`config.mk`:
```
export PLATFORM = sky130hd
export DESIGN_NAME = mult_arbiter
export DESIGN_NICKNAME = d
export VERILOG_FILES = /design/src/rtl/mult_pkg.sv /design/src/rtl/mult_core.sv /design/src/rtl/mult_arbiter.sv
export SDC_FILE = /design/constraint.sdc
export NUM_CORES = 1
export LEC_CHECK = 0
export ABC_AREA = 1
export BUFFER_PORTS_ARGS = -buffer_cell sky130_fd_sc_hd__buf_2
export CAP_MARGIN = 10
export CORE_UTILIZATION = 60
export CTS_BUF_LIST = sky130_fd_sc_hd__clkbuf_4
export DETAILED_ROUTE_END_ITERATION = 16
export GPL_TIMING_DRIVEN = 0
export PLACE_DENSITY = 0.95
export SYNTH_ARGS = -nofsm -noshare
export SYNTH_HDL_FRONTEND = slang
export SYNTH_HIERARCHICAL = 1
export SYNTH_SLANG_ARGS = --single-unit
```
`constraint.sdc`:
```
create_clock -name clk -period 6.8 [get_ports clk]
set_clock_uncertainty 0.05 [all_clocks]
set_input_delay 0.34 -clock clk [delete_from_list [all_inputs] [get_ports clk]]
set_output_delay 0.34 -clock clk [all_outputs]
set_load 0.02 [all_outputs]
```
`src/rtl/mult_pkg.sv`:
```
// Shared types and defaults for the round-robin multiplier arbiter.
// Holds the FSM state enum, default sizes and a width helper.
package mult_pkg;

    typedef enum logic [1:0] {
        IDLE = 2'd0,
        RUN  = 2'd1,
        DONE = 2'd2
    } state_t;

    localparam int DEF_N    = 16;
    localparam int DEF_NREQ = 4;

    // ceil(log2(v)), never less than 1 so index ports stay legal
    function automatic int clog2(input int v);
        int r;
        r = 0;
        for (int i = 0; i < 31; i++) begin
            if ((1 << i) < v) r = i + 1;
        end
        return (r < 1) ? 1 : r;
    endfunction

    localparam int DEF_IDW = clog2(DEF_NREQ);

endpackage

```
`src/rtl/mult_core.sv`:
```
// Sequential shift-add multiplier datapath, one partial product per step.
// load captures operands and clears the accumulator; done flags the last step.
module mult_core
    import mult_pkg::*;
#(
    parameter int N = DEF_N
) (
    input  logic           clk,
    input  logic           rst_n,
    input  logic           load,
    input  logic           step,
    input  logic [N-1:0]   a,
    input  logic [N-1:0]   b,
    output logic [2*N-1:0] acc,
    output logic           done
);

    localparam int CW = clog2(N);

    logic [N-1:0]   r_a;
    logic [N-1:0]   r_b;
    logic [CW-1:0]  r_cnt;
    logic [2*N-1:0] r_acc;
    logic [2*N-1:0] w_addend;
    logic           w_last;

    // A shifted to the current bit position at full product width
    assign w_addend = {{N{1'b0}}, r_a} << r_cnt;
    assign w_last   = (r_cnt == CW'(N - 1));
    assign done     = step && w_last;
    assign acc      = r_acc;

    // Operand capture and one conditional add per step
    always_ff @(posedge clk or negedge rst_n) begin
        if (!rst_n) begin
            r_a   <= '0;
            r_b   <= '0;
            r_cnt <= '0;
            r_acc <= '0;
        end else if (load) begin
            r_a   <= a;
            r_b   <= b;
            r_cnt <= '0;
            r_acc <= '0;
        end else if (step) begin
            if (r_b[r_cnt]) r_acc <= r_acc + w_addend;
            r_cnt <= w_last ? '0 : r_cnt + 1'b1;
        end
    end

endmodule

```
`src/rtl/mult_arbiter.sv`:
```
// Round-robin front end sharing one shift-add multiplier among NREQ requesters.
// Define MULT_ARB_ZERO_SKIP_EN to bypass the RUN phase for zero operands.
module mult_arbiter
    import mult_pkg::*;
#(
    parameter  int N    = DEF_N,
    parameter  int NREQ = DEF_NREQ,
    localparam int IDW  = clog2(NREQ)
) (
    input  logic              clk,
    input  logic              rst_n,
    input  logic [NREQ-1:0]   req_valid,
    output logic [NREQ-1:0]   req_ready,
    input  logic [NREQ*N-1:0] req_a,
    input  logic [NREQ*N-1:0] req_b,
    output logic              rsp_valid,
    input  logic              rsp_ready,
    output logic [IDW-1:0]    rsp_id,
    output logic [2*N-1:0]    rsp_q,
    output logic              busy
);

    state_t           r_state;
    logic [IDW-1:0]   r_ptr;
    logic [IDW-1:0]   r_gid;
    logic [IDW-1:0]   r_rsp_id;
    logic             r_rsp_valid;

    logic             w_found;
    logic [IDW-1:0]   w_gnt;
    logic             w_take;
    logic [N-1:0]     w_a;
    logic [N-1:0]     w_b;
    logic             w_zero;
    logic             w_step;
    logic             w_done;
    logic [2*N-1:0]   w_acc;
    logic [IDW-1:0]   w_ptr_nxt;

    // First valid requester at or after the pointer, wrapping to 0
    always_comb begin
        int v_idx;
        w_found = 1'b0;
        w_gnt   = '0;
        v_idx   = 0;
        for (int i = 0; i < NREQ; i++) begin
            v_idx = int'(r_ptr) + i;
            if (v_idx >= NREQ) v_idx = v_idx - NREQ;
            if (!w_found && req_valid[v_idx]) begin
                w_found = 1'b1;
                w_gnt   = IDW'(v_idx);
            end
        end
    end

    assign w_take    = rst_n && (r_state == IDLE) && w_found;
    assign req_ready = w_take ? (NREQ'(1) << w_gnt) : '0;
    assign w_a       = req_a[int'(w_gnt)*N +: N];
    assign w_b       = req_b[int'(w_gnt)*N +: N];
    assign w_step    = (r_state == RUN);
    assign w_ptr_nxt = (r_gid == IDW'(NREQ - 1)) ? '0 : r_gid + 1'b1;

`ifdef MULT_ARB_ZERO_SKIP_EN
    assign w_zero = (w_a == '0) || (w_b == '0);
`else
    assign w_zero = 1'b0;
`endif

    mult_core #(
        .N (N)
    ) u_core (
        .clk   (clk),
        .rst_n (rst_n),
        .load  (w_take),
        .step  (w_step),
        .a     (w_a),
        .b     (w_b),
        .acc   (w_acc),
        .done  (w_done)
    );

    assign rsp_valid = r_rsp_valid;
    assign rsp_id    = r_rsp_id;
    assign rsp_q     = w_acc;
    assign busy      = (r_state != IDLE);

    // Control FSM: grant, run N steps, hold result until consumed
    always_ff @(posedge clk or negedge rst_n) begin
        if (!rst_n) begin
            r_state     <= IDLE;
            r_ptr       <= '0;
            r_gid       <= '0;
            r_rsp_id    <= '0;
            r_rsp_valid <= 1'b0;
        end else begin
            unique case (r_state)
                IDLE: begin
                    if (w_found) begin
                        r_gid <= w_gnt;
                        if (w_zero) begin
                            r_state     <= DONE;
                            r_rsp_valid <= 1'b1;
                            r_rsp_id    <= w_gnt;
                        end else begin
                            r_state <= RUN;
                        end
                    end
                end
                RUN: begin
                    if (w_done) begin
                        r_state     <= DONE;
                        r_rsp_valid <= 1'b1;
                        r_rsp_id    <= r_gid;
                    end
                end
                DONE: begin
                    if (rsp_ready) begin
                        r_state     <= IDLE;
                        r_rsp_valid <= 1'b0;
                        r_ptr       <= w_ptr_nxt;
                    end
                end
                default: begin
                    r_state <= IDLE;
                end
            endcase
        end
    end

endmodule

```
==> out/metrics.csv <==
stage;metric;value;unit
logic_synthesis;yosys-top-cells-area;nand2_1 (28%), dfrtp_1 (25%), inv_1 (5.9%);
placed_design;post-dp-hpwl;21.0;mm
pwr;leakage;5.16;nW
route;vias_per_cell;5.52;
placed_design;routabilityCongestion;0.983;
route;wire_per_inst;15.1;um
setup_path;worstSetupPathType;register to register;
grt;grt_max_degree;57;
logic_synthesis;yosys.area_share.simple;0.443;
logic_synthesis;synth_top_family_by_area;simple AND/OR/NAND/NOR gates;
sta;finalHoldViolations;0;
setup_path;worstPathMaxFanout;10;
die;die_area;13500;sq um
job;cap_violations;0;
clock_tree;cts_max_level;3;
status;status;finished, final reports clean;
logic_synthesis;syn_inst;1327;
clock_tree;cts.sinks;77;
setup_path;ff2ff_setup_slack;3.29;ns
setup_path;r2r-start;u_core/r_cnt[2]$_DFFE_PN0P_;
sta;setup_viol;0;
logic_synthesis;synthFlopType;dfrtp_1;
sta;fin_setup_tns;0;ns
logic_synthesis;syn_area_per_cell;5.91;sq um
hold_path;min_from;rsp_ready;
die;num_rows;41;
clock_tree;cts_tree;yes;
logic_synthesis;syn_area;7840;sq um
sta;tightest_slew;0.457;ns
grt;grt_usage;0.388;
die;dieHeight;116;um
grt;grt_pass1_vias;8628;
grt;grt_remaining_overflow;0;
finish;multi_input_area;5000;sq um
sta;min_period;3.51;ns
pwr;p_per_area;628;nW/um^2
die;fp.dieW;116;um
pwr;pwr-share-seq;0.141;
logic_synthesis;ys_seq_area_frac;0.246;
logic_synthesis;synth_xor_xnor_area_share;0.0134;
grt;grt_pass1_wl;40.5;mm
logic_synthesis;synth_fa_ha_area_frac;0.0552;
finish;finalNetCount;1683;
logic_synthesis;synth_commonest_cells;nand2_1 (595), inv_1 (124), o21ai_0 (83), nor2_1 (78), dfrtp_1 (77);
route;firstDrtPassIters;7;
finish;area_growth;15.9;%
logic_synthesis;yosys.cell_types.count;42;
sta;fin_crit_sh;0.516;
logic_synthesis;synth.most_common_cell;nand2_1;
route;drtIter0Drc;763;
finish;fillers;1168;
setup_path;crit_required;7.07;ns
logic_synthesis;yosys_warnings;6;
sta;relSlewSlack;0.692;
setup_path;arrival;3.78;ns
sta;timing.final.max_slew_violations;0;
setup_path;worstSetupStartpoint;u_core/r_cnt[2]$_DFFE_PN0P_;
sta;worst_hold_slack;0.0501;ns
logic_synthesis;mappedNetlistNets;1496;
route;remaining_drc_errors;0;
route;via_count;9331;
die;coreArea;12700;sq um
finish;antenna_cells;0;
pwr;p_switching;0.00340;W
clock_tree;clk_pin_slew;0.12;ns
logic_synthesis;synth_compound_area_frac;0.121;
pwr;pwr-share-comb;0.810;
route;totalWireLength;25.5;mm
pwr;internal-power;0.00231;W
die;start_util;0.619;
hold_path;holdPathEnd;r_state[1]$_DFFE_PN0P_;
route;drtAntennaViolNets;0;
finish;ff_latch_area;1930;sq um
sta;rsz0062_at_grt;no;
logic_synthesis;synth_top_area_share;0.285;
logic_synthesis;synth_edf_count;0;
sta;timing.fmax;285;MHz
hold_path;min_path_type;input pin to register;
setup_path;reg2reg_depth;18;
hold_path;worst_hold_path.num_cells;2;
placed_design;numPortBuffers;174;
clock_tree;clockBufferDepth;2;
setup_path;crit_path_start_kind;register;
clock_tree;insertion_delay;0.44;ns
die;ios;175;
setup_path;r2r-end;u_core/acc[24]$_DFFE_PN0P_;
pwr;clkPwrFrac;0.048;
setup_path;end_kind;register;
clock_tree;cts_root_buf;clkbuf_4;
logic_synthesis;muxShareOfSynthArea;0.00415;
pwr;p_sw_frac;0.596;
logic_synthesis;async_flop_share;1.00;
clock_tree;cts_buffers;9;
logic_synthesis;synth_top_area_cell;nand2_1;
logic_synthesis;ys_ff_latch;77;
grt;antenna_found_initial;0;
pwr;ir_drop;0.346;mV
finish;drive_above_1_share;0.185;
worst max-delay path, stage by stage (launching register included):
cell and delay, ns:
dfrtp_1 0.38, buf_2 0.17, inv_1 0.07, buf_2 0.19
buf_1 0.35, nand2_1 0.12, nor2_1 0.12, ha_1 0.22
inv_1 0.08, fa_1 0.41, nand3b_1 0.18, nand2_1 0.17
nand2_1 0.07, o211ai_1 0.22, nand3_1 0.22, nand3_1 0.12
nand2_1 0.06, nand3_1 0.11, nand2_1 0.07
metrics by stage:
step,cells,utilization,total power (W),cell area (sq um),setup WS [ns]
6_report,1689,0.717,0.00571,9090,3.29
5_1_grt,1689,0.717,0.00625,9090,3.09
4_1_cts,1689,0.717,0.00561,9090,3.36
3_5_place_dp,1674,0.707,0.00532,8960,3.36
3_3_place_gp,1673,0.705,0.00524,8930,3.29
2_1_floorplan,1327,-,0.00416,7840,4.00
cells in the final DEF, fill, tap and decap left out, drive strengths merged, types with 7 or more instances in the layout:
cell / n
nand2: 602
buf: 229
inv: 132
o21ai: 123
nor2: 81
dfrtp: 77
nand4: 69
nand3: 59
a21oi: 35
ha: 33
clkbuf: 23
xnor2: 11
nor3: 7
power by group through the flow:
| stage | Clock [W] | Combinational [W] | Sequential, W |
|---|---|---|---|
| floorplan | 0 | 0.00328 | 0.000879 |
| global placement | 0 | 0.00443 | 0.000807 |
| detailed placement | 0 | 0.00451 | 0.000814 |
| CTS | 0.000282 | 0.00452 | 0.000804 |
| global route | 0.000299 | 0.00512 | 0.000828 |
| finish | 0.000276 | 0.00463 | 0.000806 |
layer usage:
layer,wire length (um),global-route usage
met2,12400,0.688
met4,1590,0.265
met3,1510,0.0441
met5,0,0
met1,9980,0.438
registers in the layout (all words and copies together), names as in the netlist:
name	flops
u_core/acc	32
u_core/r_cnt	4
r_gid	2
r_ptr	2
r_state	2
rsp_valid	1
u_core/r_b	16
rsp_id	2
u_core/r_a	16
area by class of cell:
type,count,share of cell area
Multi-Input combinational cell,1051,0.550
Sequential cell,77,0.212
Timing Repair Buffer,176,0.100
Inverter,133,0.0555
Buffer,66,0.0457
Tap cell,172,0.0237
Clock buffer,11,0.00908
Clock inverter,3,0.00427
logic make-up after synthesis:
group | after synthesis
compound gates | 173
mux | 3
simple gates | 829
buf+inv | 199
fa+ha+maj | 34
flops | 77
xor+xnor | 12
what timing repair did:
item                      in CTS  in global routing
resized for setup              0                  0
buffers inserted               0                  0
hold buffers                   1                  0
hold endpoints to repair      22                  0
worst max path at each step:
stage / end / slack [ns]
global route: u_core/acc[26]$_DFFE_PN0P_ / 3.09
finish: u_core/acc[24]$_DFFE_PN0P_ / 3.29
CTS: u_core/acc[24]$_DFFE_PN0P_ / 3.36
detailed placement: u_core/acc[26]$_DFFE_PN0P_ / 3.36
floorplan: u_core/acc[26]$_DFFE_PN0P_ / 4.00
global placement: u_core/acc[25]$_DFFE_PN0P_ / 3.29
Note: power is estimated with default switching activity, not from simulation.
